--- config.mk ---
export PLATFORM = sky130hd
export DESIGN_NAME = spi_frame_slave
export DESIGN_NICKNAME = d
export VERILOG_FILES = /design/src/rtl/spi_regmap_pkg.sv /design/src/rtl/spi_sync.sv /design/src/rtl/spi_frame_slave.sv
export SDC_FILE = /design/constraint.sdc
export NUM_CORES = 1
export LEC_CHECK = 0
export ABC_CLOCK_PERIOD_IN_PS = 5450
export BUFFER_PORTS_ARGS = -buffer_cell sky130_fd_sc_hd__buf_2
export CAP_MARGIN = 10
export CORE_MARGIN = 2
export CORE_UTILIZATION = 60
export DETAILED_ROUTE_END_ITERATION = 16
export HOLD_SLACK_MARGIN = 0.08
export MAX_ROUTING_LAYER = met4
export PLACE_DENSITY = 0.88
export SKIP_LAST_GASP = 1
export SYNTH_ARGS = -nofsm -noshare
export SYNTH_HDL_FRONTEND = slang
export SYNTH_SLANG_ARGS = --single-unit
--- constraint.sdc ---
create_clock -name clk -period 5.45 [get_ports clk]
set_clock_uncertainty 0.2 [all_clocks]
set_input_delay 0.2725 -clock clk [delete_from_list [all_inputs] [get_ports clk]]
set_output_delay 0.2725 -clock clk [all_outputs]
set_load 0.05 [all_outputs]
--- src/rtl/spi_regmap_pkg.sv ---
// rtl/spi_regmap_pkg.sv - shared widths and FSM state encoding for the SPI register-map front end
package spi_regmap_pkg;
    localparam int ADDR_WIDTH  = 7;
    localparam int DATA_WIDTH  = 8;
    localparam int FRAME_WIDTH = 1 + ADDR_WIDTH + DATA_WIDTH;
    localparam int RW_BIT      = FRAME_WIDTH - 1;
    localparam int SYNC_STAGES = 2;

    typedef enum logic [2:0] {
        ST_IDLE,
        ST_CMD,
        ST_WDATA,
        ST_RDATA,
        ST_DONE
    } state_t;
endpackage

--- src/rtl/spi_sync.sv ---
// rtl/spi_sync.sv - N-stage single-bit synchroniser with a configurable reset value
module spi_sync #(
    parameter int   STAGES    = 2,
    parameter logic RESET_VAL = 1'b0
) (
    input  logic clk,
    input  logic rst,
    input  logic i_d,
    output logic o_q
);
    logic [STAGES-1:0] r_chain;

    always_ff @(posedge clk) begin
        if (rst) begin
            r_chain <= {STAGES{RESET_VAL}};
        end else begin
            r_chain <= {r_chain[STAGES-2:0], i_d};
        end
    end

    assign o_q = r_chain[STAGES-1];
endmodule

--- src/rtl/spi_frame_slave.sv ---
// rtl/spi_frame_slave.sv - oversampling SPI mode-0 slave that turns 16-bit frames into register strobes
module spi_frame_slave #(
    parameter int ADDR_WIDTH  = spi_regmap_pkg::ADDR_WIDTH,
    parameter int DATA_WIDTH  = spi_regmap_pkg::DATA_WIDTH,
    parameter int SYNC_STAGES = spi_regmap_pkg::SYNC_STAGES
) (
    input  logic                  clk,
    input  logic                  rst,
    input  logic                  sck_i,
    input  logic                  sdi_i,
    input  logic                  cs_ni,
    output logic                  sdo_o,
    output logic                  sdo_oe,
    output logic [ADDR_WIDTH-1:0] addr,
    output logic                  wr_en,
    output logic [DATA_WIDTH-1:0] wr_data,
    output logic                  rd_en,
    input  logic [DATA_WIDTH-1:0] rd_data,
    output logic                  frame_err,
    output logic                  busy
);
    import spi_regmap_pkg::*;

    localparam int         FW            = 1 + ADDR_WIDTH + DATA_WIDTH;
    localparam int         CW            = 1 + ADDR_WIDTH;
    localparam logic [4:0] LAST_CMD_RISE = 5'(CW - 1);
    localparam logic [4:0] LAST_RISE     = 5'(FW - 1);

    logic w_sck, w_sdi, w_cs_n;

    spi_sync #(.STAGES(SYNC_STAGES), .RESET_VAL(1'b0)) u_sync_sck (
        .clk(clk), .rst(rst), .i_d(sck_i), .o_q(w_sck)
    );
    spi_sync #(.STAGES(SYNC_STAGES), .RESET_VAL(1'b0)) u_sync_sdi (
        .clk(clk), .rst(rst), .i_d(sdi_i), .o_q(w_sdi)
    );
    spi_sync #(.STAGES(SYNC_STAGES), .RESET_VAL(1'b1)) u_sync_cs (
        .clk(clk), .rst(rst), .i_d(cs_ni), .o_q(w_cs_n)
    );

    logic                  r_sck_d, r_cs_d, r_armed;
    logic [3:0]            r_flush;
    logic                  w_rise, w_fall, w_cs_fall, w_flushed;
    state_t                r_state, w_state_next;
    logic [4:0]            r_cnt;
    logic [FW-3:0]         r_shift;
    logic [FW-2:0]         w_shift_in;
    logic [DATA_WIDTH-1:0] r_tx;
    logic                  r_tx_loaded, r_rd_pend;
    logic                  r_sdo, r_wr_en, r_rd_en, r_frame_err;
    logic [ADDR_WIDTH-1:0] r_addr;
    logic [DATA_WIDTH-1:0] r_wr_data;
    logic                  w_rd_fire, w_wr_fire, w_abort, w_shifting;

    assign w_rise     = w_sck & ~r_sck_d;
    assign w_fall     = ~w_sck & r_sck_d;
    assign w_cs_fall  = r_cs_d & ~w_cs_n;
    assign w_flushed  = (r_flush == 4'(SYNC_STAGES));
    assign w_shift_in = {r_shift, w_sdi};
    assign w_shifting = w_rise && (r_state == ST_CMD || r_state == ST_WDATA || r_state == ST_RDATA);

    always_ff @(posedge clk) begin
        if (rst) begin
            r_state <= ST_IDLE;
        end else begin
            r_state <= w_state_next;
        end
    end

    always_comb begin
        w_state_next = r_state;
        w_rd_fire    = 1'b0;
        w_wr_fire    = 1'b0;
        w_abort      = 1'b0;
        case (r_state)
            ST_IDLE: begin
                if (r_armed && w_cs_fall) w_state_next = ST_CMD;
            end
            ST_CMD: begin
                if (w_cs_n) begin
                    w_abort      = 1'b1;
                    w_state_next = ST_IDLE;
                end else if (w_rise && r_cnt == LAST_CMD_RISE) begin
                    if (w_shift_in[CW-1]) begin
                        w_rd_fire    = 1'b1;
                        w_state_next = ST_RDATA;
                    end else begin
                        w_state_next = ST_WDATA;
                    end
                end
            end
            ST_WDATA: begin
                if (w_cs_n) begin
                    w_abort      = 1'b1;
                    w_state_next = ST_IDLE;
                end else if (w_rise && r_cnt == LAST_RISE) begin
                    w_wr_fire    = 1'b1;
                    w_state_next = ST_DONE;
                end
            end
            ST_RDATA: begin
                if (w_cs_n) begin
                    w_abort      = 1'b1;
                    w_state_next = ST_IDLE;
                end else if (w_rise && r_cnt == LAST_RISE) begin
                    w_state_next = ST_DONE;
                end
            end
            ST_DONE: begin
                if (w_cs_n) w_state_next = ST_IDLE;
            end
            default: w_state_next = ST_IDLE;
        endcase
    end

    // Frames are only accepted once CS has been seen high through a flushed
    // synchroniser, so a frame already running at reset release is dropped.
    always_ff @(posedge clk) begin
        if (rst) begin
            r_sck_d     <= 1'b0;
            r_cs_d      <= 1'b1;
            r_armed     <= 1'b0;
            r_flush     <= 4'd0;
            r_cnt       <= 5'd0;
            r_shift     <= '0;
            r_tx        <= '0;
            r_tx_loaded <= 1'b0;
            r_rd_pend   <= 1'b0;
            r_sdo       <= 1'b0;
            r_wr_en     <= 1'b0;
            r_rd_en     <= 1'b0;
            r_frame_err <= 1'b0;
            r_addr      <= '0;
            r_wr_data   <= '0;
        end else begin
            r_sck_d     <= w_sck;
            r_cs_d      <= w_cs_n;
            r_wr_en     <= w_wr_fire;
            r_rd_en     <= w_rd_fire;
            r_frame_err <= w_abort;
            r_rd_pend   <= r_rd_en;
            if (!w_flushed) r_flush <= r_flush + 4'd1;
            if (w_flushed && w_cs_n) r_armed <= 1'b1;

            if (r_state == ST_IDLE) begin
                r_cnt       <= 5'd0;
                r_shift     <= '0;
                r_tx_loaded <= 1'b0;
            end else if (w_shifting) begin
                r_cnt   <= r_cnt + 5'd1;
                r_shift <= w_shift_in[FW-3:0];
            end

            if (w_rd_fire) begin
                r_addr <= w_shift_in[ADDR_WIDTH-1:0];
            end
            if (w_wr_fire) begin
                r_addr    <= w_shift_in[FW-2:DATA_WIDTH];
                r_wr_data <= w_shift_in[DATA_WIDTH-1:0];
            end

            if (r_rd_pend && r_state == ST_RDATA) begin
                r_tx        <= rd_data;
                r_tx_loaded <= 1'b1;
            end else if (w_fall && r_tx_loaded && r_state == ST_RDATA) begin
                r_tx <= {r_tx[DATA_WIDTH-2:0], 1'b0};
            end

            if (w_state_next != ST_RDATA) begin
                r_sdo <= 1'b0;
            end else if (w_fall && r_tx_loaded && !r_rd_pend) begin
                r_sdo <= r_tx[DATA_WIDTH-1];
            end
        end
    end

    assign sdo_o     = r_sdo;
    assign sdo_oe    = ~w_cs_n;
    assign addr      = r_addr;
    assign wr_en     = r_wr_en;
    assign wr_data   = r_wr_data;
    assign rd_en     = r_rd_en;
    assign frame_err = r_frame_err;
    assign busy      = (r_state != ST_IDLE);
endmodule
==> key figures <==
Synthesis
  – Syn Inst Count: around 280
  – Top cells by area, synth: dfxtp_1 (51%), nand2_1 (8.6%), a21oi_1 (8.3%)
  – Predominant post-synthesis flop cell: dfxtp_1
  – Most common cell in the netlist: dfxtp_1
  – Seq cells post-synth: 64
  – Async set-reset flop share out of synthesis: 0%
  – Post-Syn Area: 2520 um2
  – Net Count, Synth: around 300
  – Area leader, netlist: dfxtp_1
  – Syn_area_per_cell: between 8 and 9 um2
  – Sequential-to-total area share from yosys stat: 50.8%
  – Post-synth EDFFs: 0
  – Synth warn: 0
  – Top cell type's share of synthesized area: 50.8%
  – Synth top cells by count: dfxtp_1 (64), nand2_1 (58), a21oi_1 (42)
  – Unique masters post-synth: 42

Routing
  – Initial drt markers: roughly 140
  – Post-DRT Antenna Nets: 0
  – Final WL: 5.02 mm
  – Drt wl/cell: approximately 13 um
  – Via count: between 2000 and 2500
  – Drt first pass iters: 5
  – Detail-routed via count per cell: ~5.4
  – Drt drc: 0

Setup path
  – Kind of critical path: flop to flop
  – Max incr delay on CP: around 0.63 ns
  – Crit path arrival time: between 2 and 2.5 ns
  – Crit-path cells: ha_1, and3_1, ha_1, nand4b_4, or4_1, nand2_2, o221a_2
  – Setup crit start: r_cnt[0]
  – R2R Path Start: r_cnt[0]
  – CP startpoint kind: flop
  – CP required: about 5.5 ns
  – Crit path capture type: flop
  – CP top delay family: simple AND/OR/NAND/NOR gates
  – Count of buffer and inverter cells on the critical path: 0
  – CP max stage cell: or4_1
  – CP most frequent cell: ha_1
  – Worst Path Max Fanout: 10

Floorplan
  – Die area: 4740 um2
  – Die extent in x: ~70 um
  – Die H: 68.8 um
  – Row count: 23
  – Core area: 4030 um2
  – Initial Util: ~63%
  – IO Pins: 34

Clock tree
  – Total CTS buffers: 9
  – Root Driver: clkbuf_8
  – Post-CTS sizing: 0
  – H-tree depth: 3
  – Clock slew at reported path FFs: ~0.06 ns
  – Clock buffer depth: 2
  – Clk sinks: between 60 and 70
  – Post-CTS Setup Bufs: 0
  – CTS tree: yes
  – Worst-Skew Late Latency: ~0.34 ns

Placed design
  – RePlAce Congestion: 0.813
  – DP HPWL: between 3 and 4 mm
  – Worst slack at placement: between 2 and 3 ns
  – I/O Buffers: 33

Timing
  – Max Slew Vio Count: 0
  – RSZ-0062 raised after global routing: no
  – Hold violation total from the final report: 0
  – Transition time of the tightest slew-check pin: around 0.75 ns
  – Final setup fails: 0
  – Setup_tns: 0 ns
  – Tcrit/Tclk final: between 40% and 50%
  – Worst setup margin: 3.09 ns
  – Min Hold Slack: ~0.2 ns
  – Fmax achieved: between 0.4 and 0.5 GHz
  – Minimum clock period: 2.36 ns
  – Slew HR: 50.3%

GRT
  – Global-route wire length before repair: between 8 and 9 mm
  – Largest net degree at the start of global routing: 43
  – Vias in the first global route: 1877
  – Initial antenna violation count: 0
  – Grt ovf: 0
  – Tot GR Track Use: roughly 25%

Job
  – Maxcap violations: 0

Power
  – PnR Total Power: between 900 and 1000 uW
  – VDD IR max: roughly 0.0002 V
  – Pleak: between 0.001 and 0.0015 uW
  – Pwr Density: 315 nW/um2

Cells and area
  – Antenna diodes: 0
  – Finished Core Util: between 70% and 80%
  – Area delta synth->final: 18.4%
  – Share of post-route cells with drive strength above 1: 20.9%
  – Filler cell count: roughly 290
  – # nets final: 339

Min path
  – Worst Min Path Start: u_sync_cs.r_chain[0]
  – Worst hold path type: flop to flop

Outcome
  – Outcome: finished, final reports clean
-- sequential cells by signal (all words and copies together), names as in the netlist --
name,count
r_shift,14
r_tx,8
wr_data,8
addr,7
r_cnt,5
r_flush,4
r_state,3
u_sync_cs.r_chain,2
u_sync_sck.r_chain,2
u_sync_sdi.r_chain,2
frame_err,1
r_armed,1
r_cs_d,1
r_rd_pend,1
r_sck_d,1
r_tx_loaded,1
rd_en,1
sdo_o,1
wr_en,1
-- worst register-to-register path: cells and delay by family (launching register included) --
kind,cells,cell delay (ns)
AO/OA/AOI/OAI,1,0.22
adder cells (fa/ha/maj),2,0.39
flip-flops,1,0.36
AND/OR/NAND/NOR,4,1.14
-- layer usage --
metal | wire, um | vias up | GRT usage, %
li1 | - | 1035 | -
met1 | 2370 | 952 | 28.5
met2 | 2350 | 47 | 38.5
met3 | 189 | 12 | 8.60
met4 | 108 | 0 | 11.3
met5 | 0 | - | -
-- worst paths after layout --
kind / endpoint / slack, ns / cells past startpoint
worst min register to register: u_sync_cs.r_chain[1] / 0.21 / 1
worst min-delay path: u_sync_cs.r_chain[1] / 0.21 / 1
worst max register to register: addr[1] / 3.09 / 7
worst max-delay path: addr[1] / 3.09 / 7
-- metrics by stage --
stage          std cells  instance area [um2]
6_report             376                 2990
5_1_grt              376                 2990
4_1_cts              375                 2980
3_5_place_dp         349                 2680
3_3_place_gp         349                 2680
2_1_floorplan        281                 2520
-- timing repair --
action                                  in CTS  in global routing
endpoints found under the hold margin       11                  0
hold buffers                                11                  0
endpoints found under the setup margin       0                  0
-- report_power, final --
part           leakage [uW]  total, uW  internal [uW]  switching (uW)
Combinational      0.000535       61.7           31.2            30.5
Clock             0.0000925        387            221             167
Sequential         0.000518        491            481            10.4
-- layout by cell type (no fill, tap or decap), types with 4 or more instances in the layout --
cell type	count
and4b_1	4
a21oi_1	42
nor2b_1	7
nor2_1	16
or2_2	4
o221a_2	7
inv_1	13
dlygate4sd3_1	11
buf_2	33
clkbuf_8	10
dfxtp_1	64
xnor2_1	4
nand2_1	58
ha_1	4
a22oi_1	7
-- final cells by class --
cell class              instances  area [um2]  share of cell area [%]
multi-input cells             189        1120                    37.6
clock buffers                  12         145                    4.86
inverters                      13        48.8                    1.63
repair buffers                 45         283                    9.47
flip-flops and latches         64        1280                    42.9
well taps                      50        62.6                    2.10
clock inverters                 3        42.5                    1.42
-- cells by family after synthesis --
family	synth area share, %
AOI/OAI and AO/OA	16.5
xor gates and xnor gates	1.74
adders and majority gates	1.98
buffers and inverters	4.71
DFF	50.8
muxes	0.843
and+or+nand+nor	23.5
No activity file was read; power rests on OpenSTA's default activity.
